$ cat config.mk
export PLATFORM = sky130hd
export DESIGN_NAME = fxu_rs
export DESIGN_NICKNAME = d
export VERILOG_FILES = /design/src/rtl/fxu_pkg.sv /design/src/rtl/fxu_rs_entry.sv /design/src/rtl/fxu_rs.sv
export SDC_FILE = /design/constraint.sdc
export NUM_CORES = 1
export LEC_CHECK = 0
export ABC_CLOCK_PERIOD_IN_PS = 9100
export CORE_MARGIN = 1.5
export CORE_UTILIZATION = 35
export DETAILED_ROUTE_END_ITERATION = 6
export GPL_ROUTABILITY_DRIVEN = 0
export PLACE_DENSITY = 0.63
export SYNTH_ARGS = -nofsm -noshare
export SYNTH_HDL_FRONTEND = slang
export SYNTH_SLANG_ARGS = --single-unit
$ cat constraint.sdc
create_clock -name clk -period 9.1 [get_ports clk]
set_input_delay 1.82 -clock clk [delete_from_list [all_inputs] [get_ports clk]]
set_output_delay 1.82 -clock clk [all_outputs]
set_load 0.01 [all_outputs]
$ cat src/rtl/fxu_pkg.sv
// rtl/fxu_pkg.sv - opcodes, default sizes and entry layout for the FXU reservation station
package fxu_pkg;
  localparam int TAGW  = 4;
  localparam int DEPTH = 4;

  localparam logic [3:0] OP_ADD  = 4'b0000;
  localparam logic [3:0] OP_SUB  = 4'b0001;
  localparam logic [3:0] OP_MOV  = 4'b0100;
  localparam logic [3:0] OP_MOVL = 4'b0101;
  localparam logic [3:0] OP_MOVH = 4'b0110;

  typedef struct packed {
    logic            busy;
    logic [3:0]      opcode;
    logic [TAGW-1:0] index;
    logic [7:0]      imm;
    logic            ra;
    logic [15:0]     va;
    logic [TAGW-1:0] qa;
    logic            rb;
    logic [15:0]     vb;
    logic [TAGW-1:0] qb;
  } rs_entry_t;
endpackage

$ cat src/rtl/fxu_rs_entry.sv
// rtl/fxu_rs_entry.sv - one reservation-station slot: dispatch write, CDB snoop, ready flag
module fxu_rs_entry
  import fxu_pkg::*;
#(
  parameter int TAGW = fxu_pkg::TAGW
) (
  input  logic            clk,
  input  logic            rst,
  input  logic            flush,
  input  logic            wr_en,
  input  logic            clr,
  input  logic [3:0]      wr_opcode,
  input  logic [TAGW-1:0] wr_index,
  input  logic [7:0]      wr_imm,
  input  logic            wr_ra,
  input  logic [15:0]     wr_va,
  input  logic [TAGW-1:0] wr_qa,
  input  logic            wr_rb,
  input  logic [15:0]     wr_vb,
  input  logic [TAGW-1:0] wr_qb,
  input  logic            cdb_valid,
  input  logic [TAGW-1:0] cdb_index,
  input  logic [15:0]     cdb_value,
  output logic            busy,
  output logic            ready,
  output logic [3:0]      opcode,
  output logic [TAGW-1:0] index,
  output logic [7:0]      imm,
  output logic [15:0]     va,
  output logic [15:0]     vb
);
  logic            ra, rb;
  logic [TAGW-1:0] qa, qb;
  logic            hit_wa, hit_wb, hit_a, hit_b;

  // A result broadcast in the dispatch cycle would otherwise be missed forever
  assign hit_wa = !wr_ra && cdb_valid && (wr_qa == cdb_index);
  assign hit_wb = !wr_rb && cdb_valid && (wr_qb == cdb_index);
  assign hit_a  = busy && !ra && cdb_valid && (qa == cdb_index);
  assign hit_b  = busy && !rb && cdb_valid && (qb == cdb_index);
  assign ready  = busy && ra && rb;

  always_ff @(posedge clk or posedge rst) begin
    if (rst) begin
      busy   <= 1'b0;
      opcode <= '0;
      index  <= '0;
      imm    <= '0;
      ra     <= 1'b0;
      va     <= '0;
      qa     <= '0;
      rb     <= 1'b0;
      vb     <= '0;
      qb     <= '0;
    end else if (flush) begin
      busy <= 1'b0;
    end else if (wr_en) begin
      busy   <= 1'b1;
      opcode <= wr_opcode;
      index  <= wr_index;
      imm    <= wr_imm;
      ra     <= wr_ra | hit_wa;
      va     <= hit_wa ? cdb_value : wr_va;
      qa     <= wr_qa;
      rb     <= wr_rb | hit_wb;
      vb     <= hit_wb ? cdb_value : wr_vb;
      qb     <= wr_qb;
    end else begin
      if (clr) busy <= 1'b0;
      if (hit_a) begin
        ra <= 1'b1;
        va <= cdb_value;
      end
      if (hit_b) begin
        rb <= 1'b1;
        vb <= cdb_value;
      end
    end
  end
endmodule

$ cat src/rtl/fxu_rs.sv
// rtl/fxu_rs.sv - FXU reservation station: lowest-free dispatch, lowest-ready issue register
module fxu_rs
  import fxu_pkg::*;
#(
  parameter int DEPTH = fxu_pkg::DEPTH,
  parameter int TAGW  = fxu_pkg::TAGW
) (
  input  logic            clk,
  input  logic            rst,
  input  logic            in_valid,
  output logic            in_ready,
  input  logic [3:0]      in_opcode,
  input  logic [TAGW-1:0] in_index,
  input  logic [7:0]      in_i,
  input  logic            in_ra,
  input  logic            in_rb,
  input  logic [15:0]     in_va,
  input  logic [15:0]     in_vb,
  input  logic [TAGW-1:0] in_qa,
  input  logic [TAGW-1:0] in_qb,
  input  logic            cdb_valid,
  input  logic [TAGW-1:0] cdb_index,
  input  logic [15:0]     cdb_value,
  input  logic            flush,
  output logic            out_valid,
  output logic [3:0]      out_opcode,
  output logic [TAGW-1:0] out_index,
  output logic [15:0]     out_va,
  output logic [15:0]     out_vb,
  output logic [7:0]      out_i
);
  localparam int IW = (DEPTH > 1) ? $clog2(DEPTH) : 1;

  logic [DEPTH-1:0] busy, ready, wr_en, clr;
  logic [3:0]       e_opcode [DEPTH];
  logic [TAGW-1:0]  e_index  [DEPTH];
  logic [7:0]       e_imm    [DEPTH];
  logic [15:0]      e_va     [DEPTH];
  logic [15:0]      e_vb     [DEPTH];
  logic [IW-1:0]    free_sel, iss_sel;
  logic             any_ready;

  // Both pickers scan downward so the lowest index wins
  always_comb begin
    free_sel  = '0;
    iss_sel   = '0;
    any_ready = |ready;
    for (int i = DEPTH - 1; i >= 0; i--) begin
      if (!busy[i])  free_sel = IW'(i);
      if (ready[i])  iss_sel  = IW'(i);
    end
  end

  assign in_ready = ~&busy;

  for (genvar g = 0; g < DEPTH; g++) begin : g_entry
    assign wr_en[g] = in_valid && in_ready && (free_sel == IW'(g));
    assign clr[g]   = any_ready && (iss_sel == IW'(g));

    fxu_rs_entry #(.TAGW(TAGW)) u_entry (
      .clk       (clk),
      .rst       (rst),
      .flush     (flush),
      .wr_en     (wr_en[g]),
      .clr       (clr[g]),
      .wr_opcode (in_opcode),
      .wr_index  (in_index),
      .wr_imm    (in_i),
      .wr_ra     (in_ra),
      .wr_va     (in_va),
      .wr_qa     (in_qa),
      .wr_rb     (in_rb),
      .wr_vb     (in_vb),
      .wr_qb     (in_qb),
      .cdb_valid (cdb_valid),
      .cdb_index (cdb_index),
      .cdb_value (cdb_value),
      .busy      (busy[g]),
      .ready     (ready[g]),
      .opcode    (e_opcode[g]),
      .index     (e_index[g]),
      .imm       (e_imm[g]),
      .va        (e_va[g]),
      .vb        (e_vb[g])
    );
  end

  always_ff @(posedge clk or posedge rst) begin
    if (rst) begin
      out_valid  <= 1'b0;
      out_opcode <= '0;
      out_index  <= '0;
      out_va     <= '0;
      out_vb     <= '0;
      out_i      <= '0;
    end else if (flush) begin
      out_valid <= 1'b0;
    end else if (any_ready) begin
      out_valid  <= 1'b1;
      out_opcode <= e_opcode[iss_sel];
      out_index  <= e_index[iss_sel];
      out_va     <= e_va[iss_sel];
      out_vb     <= e_vb[iss_sel];
      out_i      <= e_imm[iss_sel];
    end else begin
      out_valid <= 1'b0;
    end
  end
endmodule

## Yosys cells after proc, flatten, opt, wreduce, memory -nomap -nowiden

Index checks and enable logic that the tools add are counted.

| operators by class | value |
|---|---|
| bitwise operators | 4 |
| reduce and logical (&&, ||, !) cells | 85 |
| mux-type cells | 71 |
| $lt $le $gt $ge | 1 |
| equality and inequality tests | 16 |

Operators by type and width:

| kind | number |
|---|---|
| two-way mux 16 bit | 22 |
| binary-select mux 16 bit (select 2 bit) | 2 |
| logical AND 1 bit | 45 |
| equality test 4 bit | 10 |
| two-way mux 1 bit | 30 |
| AND reduction 2 bit | 13 |
| binary-select mux 4 bit (select 2 bit) | 2 |
| binary-select mux 8 bit (select 2 bit) | 1 |
| two-way mux 2 bit | 8 |
| two-way mux 4 bit | 4 |
| two-way mux 8 bit | 2 |
| nonzero test 2 bit | 8 |
| nonzero test 3 bit | 4 |
| zero test 1 bit | 11 |
| equality test 2 bit, second input constant | 4 |
| equality test 2 x 1 -> 1 bit, second input constant | 2 |
| zero test 2 bit | 2 |
| AND reduction 4 bit | 1 |
| OR reduction 4 bit | 1 |
| >= comparator 3 bit, second input constant | 1 |
| NOT 2 -> 3 bit | 1 |
| bitwise OR 1 bit | 2 |
| NOT 1 bit | 1 |

| storage, ports and cells | value |
|---|---|
| output and inout bits | 50 |
| logic and storage cells | 223 |
| bits in registers | 285 |
| bits of input ports | 83 |

## Depth between registers and ports, before layout

Gate-level depths: netlist (run 1).

| depth | value |
|---|---|
| depth in word-level cells | 11 |
| mapped depth | 8 |
| gate-level depth less buffers | 5 |

## Modules after synthesis

Synthesis (run 1) repeated with hierarchy kept, for this count alone.

| second synthesis, totals | value |
|---|---|
| cell total of the unflattened synthesis | 1817 |
| area, all modules | 19188.4 µm² |

By module, submodules not included:

| module | sequential area each (µm²) | cells an instance | area each (µm²) | instances |
|---|---|---|---|---|
| fxu_rs_entry | 1476.4 | 363 | 3966.3 | 4 |
| fxu_rs | 1226.2 | 365 | 3323.2 | 1 |

## Least setup slack after synthesis (run 1)

No wires, ideal clock.

| path | value |
|---|---|
| kind | in2reg |
| start | input port cdb_index[1] |
| end | register g_entry[1].u_entry.vb[0] |
| stages on the path | 7 |
| slack | 5.822 ns |
| path buffers | 2 |
| data required time | 8.977 ns |
| setup time | 0.123 ns |
| data arrival time | 3.156 ns |
| cell sequence | buf_6 > xnor2_1 > nand3_4 > o21ai_4 > buf_6 > mux2i_1 > a21oi_2 |

| on the way | value |
|---|---|
| longest elaborated chain between the ends | 4 |
| elaborated cells on any way between the ends | 8 |
| those cells by class | eq/ne: 2; mux: 2; reduce/logical: 4 |

RTL lines:

| element | line | source |
|---|---|---|
| start, declared | fxu_rs.sv:22 | `input logic [TAGW-1:0] cdb_index,` |
| equality test 4 bit, on equally long branches | fxu_rs_entry.sv:38, fxu_rs_entry.sv:40 |  |
| logical AND 1 bit, on equally long branches | fxu_rs_entry.sv:38, fxu_rs_entry.sv:40 |  |
| two-way mux 16 bit or nonzero test 2 bit (tied branches) | - |  |
| two-way mux 16 bit or AND reduction 2 bit (tied branches) | - |  |
| end signal, assigned | fxu_rs_entry.sv:66 | `vb <= hit_wb ? cdb_value : wr_vb;` |
| end signal, assigned | fxu_rs_entry.sv:76 | `vb <= cdb_value;` |
| end, declared | fxu_rs_entry.sv:30 | `output logic [15:0] vb` |

Parallel ways exist; a longest one is shown, timed or not.
A chain may end at the register's enable or synchronous reset.

## Final worst setup path (run 1)

| path | value |
|---|---|
| start | input port cdb_index[2] |
| end | register g_entry[2].u_entry.ra |

| on the way | value |
|---|---|
| longest elaborated chain between the ends | 4 |
| elaborated cells on any way between the ends | 8 |
| those cells by class | eq/ne: 2; mux: 1; bitwise: 1; reduce/logical: 4 |

RTL lines:

| element | line | source |
|---|---|---|
| equality test 4 bit, on equally long branches | fxu_rs_entry.sv:37, fxu_rs_entry.sv:39 |  |
| logical AND 1 bit, on equally long branches | fxu_rs_entry.sv:37, fxu_rs_entry.sv:39 |  |
| bitwise OR 1 bit or nonzero test 2 bit (tied branches) | - |  |
| two-way mux 1 bit or AND reduction 2 bit (tied branches) | - |  |
| end signal, assigned | fxu_rs_entry.sv:62 | `ra <= wr_ra \| hit_wa;` |
| end, declared | fxu_rs_entry.sv:32 | `logic ra, rb;` |

Parallel ways exist; a longest one is shown, timed or not.

==> results of run 1 <==
area by class of cell:
class	instances	area (um2)	share of cell area
Clock buffer	42	857	0.0516
Clock inverter	14	149	0.00896
Inverter	1	7.51	0.000452
Multi-Input combinational cell	898	6340	0.382
Sequential cell	285	7130	0.429
Tap cell	525	657	0.0395
Timing Repair Buffer	153	1480	0.0890
power groups by stage:
stage	Clock, mW	Sequential [mW]	Combinational, mW
final	1.25	1.79	0.918
after global routing	1.34	1.84	1.02
after CTS	1.28	1.79	0.937
after detailed placement	0	1.81	0.934
after global placement	0	1.80	0.914
after floorplan	0	1.82	0.526
registers in the layout, indices dropped and copies added (netlist names), 8 cells and up:
register and cells:
g_entry.u_entry.imm 32, g_entry.u_entry.index 16, g_entry.u_entry.opcode 16, g_entry.u_entry.qa 16, g_entry.u_entry.qb 16, g_entry.u_entry.va 64
g_entry.u_entry.vb 64, out_i 8, out_va 16, out_vb 16
placed cells by master (no fill, tap or decap), types with 20 or more instances in the layout:
cell and instances:
clkbuf_16 31, nand3_1 52, dfrtp_1 285, a221oi_2 20, mux2_2 77, mux2i_1 128, clkdlybuf4s50_1 132, buf_4 21
xnor2_1 39, a221oi_1 28, a21oi_1 221, nor2_1 192, nand2_1 54
metal layers:
layer,global-route usage,up-vias
met5,0,-
met4,0.0378,4
met3,0.0292,56
met2,0.301,262
met1,0.254,5051
li1,-,4729
critical path, cell delays in order:
cell and delay, ns:
clkdlybuf4s50_1 0.92, xnor2_1 0.19, nand4_1 0.18, o31ai_4 1.05
a31oi_1 0.22
through the flow:
| step | util | setup slack (ns) |
|---|---|---|
| 5_1_grt | 0.418 | 4.84 |
| 4_1_cts | 0.418 | 5.08 |
| 6_report | 0.418 | 5.11 |
| 2_1_floorplan | - | 3.50 |
| 3_3_place_gp | 0.393 | 4.53 |
| 3_5_place_dp | 0.393 | 4.50 |
synthesized netlist by cell type, types with 8 or more instances:
cell / count / share of area
mux2_4: 10 / 0.011
xnor2_1: 39 / 0.024
mux2i_1: 128 / 0.091
mux2_1: 9 / 0.0072
nand4_1: 9 / 0.0040
buf_4: 8 / 0.0043
a21oi_1: 221 / 0.078
a21oi_2: 10 / 0.0062
o21ai_4: 8 / 0.0092
nand3_1: 53 / 0.019
nor2_1: 193 / 0.051
buf_6: 21 / 0.017
nand2_1: 55 / 0.015
dfrtp_1: 285 / 0.51
a221oi_2: 20 / 0.021
clkbuf_1: 29 / 0.0077
buf_2: 47 / 0.017
a221oi_1: 28 / 0.017
mux2_2: 77 / 0.061
worst max path at each step:
stage,start,to,slack (ns)
after floorplan,rst,g_entry[0].u_entry.busy$_DFFE_PP0P_,3.50
after global placement,cdb_index[1],g_entry[2].u_entry.ra$_DFFE_PP0P_,4.53
after detailed placement,cdb_index[1],g_entry[2].u_entry.ra$_DFFE_PP0P_,4.50
after CTS,cdb_index[1],g_entry[2].u_entry.ra$_DFFE_PP0P_,5.08
after global routing,cdb_index[1],g_entry[2].u_entry.va[9]$_DFFE_PP0P_,4.84
final,cdb_index[2],g_entry[2].u_entry.ra$_DFFE_PP0P_,5.11
logic make-up after synthesis:
family / Yosys count / share of synthesized area
simple gates: 332 / 0.102
xor+xnor: 40 / 0.0254
buf+inv: 109 / 0.0489
mux: 224 / 0.170
flops: 285 / 0.506
compound gates: 302 / 0.147
==> flow_summary.toml, run 1 <==
[placement]
hpwlAfterDp_um = 23800
dp_cells = 1862
placed_cell_area_um2 = 15600
io_buffers = 132

[final_layout]
nNetsFinal = 1453
n_antenna_cell = 0
stdcell_area_um2 = 16600
drive_above_1_share = 0.158
syn2layout_area_growth_pct = 17.9
final_cells = 1918
n_fill_cell = 3810

[job]
maxCapViolCount = 0

[floorplanning]
row_count = 73
fp.dieW_um = 204
die_h_um = 204
dieArea_um2 = 41500
core_area_um2 = 39700
initial_utilization = 0.355
boundaryPins = 133

[critical_path]
worstPathRequired_ns = 9.49
rr_startpoint = "g_entry[0].u_entry.busy$_DFFE_PP0P_"
r2r-end = "out_va[15]$_DFFE_PP0P_"
crit_fanout = 34
cp-start-kind = "primary input"
critPathArrivalTime_ns = 4.38
r2r_setup_slack_ns = 6.29
worstSetupPathType = "primary input to flip-flop"
reg2reg_depth = 6
critPathCaptureType = "flip-flop"

[global_route]
grt_pass1_wl_um = 59800
grt_use_total = 0.183
grt_overflow_total = 0
antenna_found_initial = 2
grt_pass1_vias = 10300
grt_max_degree = 78

[yosys]
synth_edf_count = 0
synthCells = 1292
syn_area_um2 = 14100
ys_ff_latch = 285
synthArstFlopShare = 1.00
syn_nets = 1375
yosysWarningCount = 0
synth.avg_cell_area_um2 = 10.9
ys.flop_type = "dfrtp_1"
synth_cell_type_count = 42
ys_seq_area_frac = 0.506

[detailed_routing]
ant_nets = 0
drc = 0
wl_per_cell_um = 19.8
route.top_layer_used = "met5"
met2_length_um = 17900
drt-met1-wl_um = 17200
drt-total-wl_um = 37900
drt-vias-per-instance = 5.27
wl_met3_um = 2100
drt_first_pass_iters = 5
dr.first_iter.drc_count = 616
vias = 10100

[timing]
slew_headroom = 0.174
setup_violations = 0
fmax_mhz = 251
period_needed_ns = 3.99
drv_slew = 0
worstMarginPinSlew_ns = 1.24
final.setup_skew_ns = 0.0143
holdWs_ns = 0.497
rsz0062_at_grt = "no"
tns_ns = 0
finalHoldViolations = 0
period_share = 0.439

[pwr]
cellLeakagePower_nw = 7.25
power_mw = 3.96
swShare = 0.288
p_sw_mw = 1.14
peakVddDrop_v = 0.000158
comb_power_share = 0.232
clkPwrFrac = 0.316
p_int_mw = 2.82
pwr-share-seq = 0.452
power.density_nw_per_um2 = 238

[clock_network]
insertion_delay_ns = 0.56
clkSlewWorstSetupHoldPaths_ns = 0.06
cts_buffers = 31
cts.repair.resized = 0
htreeDepth = 1
postCtsSetupBuffers = 0
root_buffer = "clkbuf_16"
cts_buffer_depth = 3
cts.sinks = 285
cts_tree = "yes"
ctsHoldBuffers = 0

[worst_hold_path]
worstHoldPathCells = 1
hp-start = "g_entry[3].u_entry.index[3]$_DFFE_PP0P_"
worstHoldEndpoint = "g_entry[3].u_entry.index[3]$_DFFE_PP0P_"
min_path_type = "flip-flop to flip-flop"

[status]
status = "completed"
(Power assumes the default switching activity.)
==> run 2, diff against run 1 <==
- ABC_CLOCK_PERIOD_IN_PS: 9100 -> 4000
- PLACE_DENSITY: 0.63 -> 0.61
- clock period: 9.1 -> 4 ns (I/O delays scaled with it)
==> flow_summary.toml, run 2 (synthesis results as in run 1) <==
[status]
status = "completed"

[job]
maxCapViolCount = 0

[floorplanning]
initial_utilization = 0.355
fp.dieW_um = 204
dieArea_um2 = 41500
boundaryPins = 133
die_h_um = 204
row_count = 73
core_area_um2 = 39700

[final_layout]
ff_latch_area_um2 = 7130
final_cell_mix = "dfrtp_1, a21oi_1, nor2_1, clkdlybuf4s50_1, mux2i_1"
final_common_cell = "dfrtp_1"
syn2layout_area_growth_pct = 19.5
n_fill_cell = 3806
stdcell_area_um2 = 16900
top_regs = "g_entry.u_entry.va (64), g_entry.u_entry.vb (64), g_entry.u_entry.imm (32)"
multi_input_area_um2 = 6340
nNetsFinal = 1472
drive_above_1_share = 0.167

[timing]
final.setup_skew_ns = 0.0130
period_share = 0.724
tns_ns = 0
rsz0062_at_grt = "no"
fmax_mhz = 346
drv_slew = 0
worstMarginPinSlew_ns = 1.00
finalHoldViolations = 0
period_needed_ns = 2.89
holdWs_ns = 0.499
setup_violations = 0
slew_headroom = 0.332

[critical_path]
worstSetupPathType = "flip-flop to output pin"
critPathCaptureType = "output pin"
critPathArrivalTime_ns = 2.09
crit_fanout = 15
cp-start-kind = "flip-flop"
crit_path_cell_trace = "nand4_1, clkdlybuf4s50_1"
slowest_stage = "dfrtp_1"
slowest_delay_ns = 0.68
worstPathRequired_ns = 3.20

[detailed_routing]
drt_first_pass_iters = 5
drt-vias-per-instance = 5.24
vias = 10100
ant_nets = 0
drc = 0
dr.first_iter.drc_count = 565
drt-total-wl_um = 38100
wl_per_cell_um = 19.7

[clock_network]
root_buffer = "clkbuf_16"
postCtsSetupBuffers = 0
clkSlewWorstSetupHoldPaths_ns = 0.06
ctsHoldBuffers = 0
cts.repair.resized = 0
htreeDepth = 1
insertion_delay_ns = 0.57
cts_buffer_depth = 3
cts_tree = "yes"
cts.sinks = 285
cts_buffers = 31

[global_route]
grt_pass1_vias = 10400
grt_use_total = 0.184
grt_overflow_total = 0
grt_pass1_wl_um = 60100
antenna_found_initial = 5
grt_max_degree = 134

[pwr]
peakVddDrop_v = 0.000365
clkPwrFrac = 0.314
pwr-share-seq = 0.451
power.density_nw_per_um2 = 536
cellLeakagePower_nw = 7.36
swShare = 0.289
p_int_mw = 6.43
comb_power_share = 0.235
p_sw_mw = 2.61

[placement]
placed_cell_area_um2 = 15900
io_buffers = 132
hpwlAfterDp_um = 24700

[worst_hold_path]
min_path_type = "flip-flop to flip-flop"
run 2: cell count changes in the layout (fill, tap and decap cells not counted), moves of 2 or more:
cell        delta
clkbuf_1       +3
clkinv_2       -7
buf_12         +8
buf_4         +11
clkinvlp_4     +2
clkbuf_8       +3
run 2: critical path, delay by kind of cell, from the launching register on:
kind,cells,cell delay (ns)
buf+inv,1,0.55
simple gates,1,0.29
flops,1,0.68
run 2: power by group through the flow:
stage / registers (mW) / clock network, mW / logic [mW]
floorplan: 4.13 / 0 / 1.20
global route: 4.17 / 3.03 / 2.35
detailed placement: 4.12 / 0 / 2.16
CTS: 4.08 / 2.91 / 2.17
finish: 4.07 / 2.84 / 2.13
global placement: 4.10 / 0 / 2.11
run 2: layout make-up:
| cell class | count | share of cell area |
|---|---|---|
| Clock buffer | 48 | 0.0540 |
| Tap cell | 525 | 0.0390 |
| Clock inverter | 7 | 0.00534 |
| Timing Repair Buffer | 172 | 0.102 |
| Inverter | 1 | 0.000445 |
| Sequential cell | 285 | 0.423 |
| Antenna cell | 1 | 0.000148 |
| Multi-Input combinational cell | 898 | 0.376 |
run 2: per-stage QoR:
stage / instances / total power [mW] / utilization / setup slack (ns)
after floorplan: 1292 / 5.33 / - / -0.577
after global placement: 1881 / 6.21 / 0.399 / 0.764
after detailed placement: 1881 / 6.28 / 0.399 / 0.718
after CTS: 1936 / 9.16 / 0.424 / 1.07
after global routing: 1936 / 9.55 / 0.424 / 0.960
final: 1937 / 9.04 / 0.424 / 1.11
run 2: per-layer routing:
| layer | vias to the layer above | global-route usage | share of wire |
|---|---|---|---|
| met5 | - | 0 | 0.00071 |
| met4 | 6 | 0.0317 | 0.014 |
| met3 | 45 | 0.0326 | 0.054 |
| met2 | 247 | 0.310 | 0.48 |
| met1 | 5087 | 0.251 | 0.45 |
| li1 | 4761 | - | - |
run 2: final timing paths:
path / from / end / slack [ns] / depth (start not counted)
max: g_entry[0].u_entry.busy$_DFFE_PP0P_ / in_ready / 1.11 / 2
min: g_entry[3].u_entry.opcode[3]$_DFFE_PP0P_ / g_entry[3].u_entry.opcode[3]$_DFFE_PP0P_ / 0.50 / 1
max reg2reg: g_entry[0].u_entry.busy$_DFFE_PP0P_ / out_va[1]$_DFFE_PP0P_ / 1.43 / 6
min reg2reg: g_entry[3].u_entry.opcode[3]$_DFFE_PP0P_ / g_entry[3].u_entry.opcode[3]$_DFFE_PP0P_ / 0.50 / 1
max in group asynchronous: rst / g_entry[1].u_entry.qb[1]$_DFFE_PP0P_ / 2.44 / 3
min in group asynchronous: rst / out_vb[6]$_DFFE_PP0P_ / 0.55 / 2
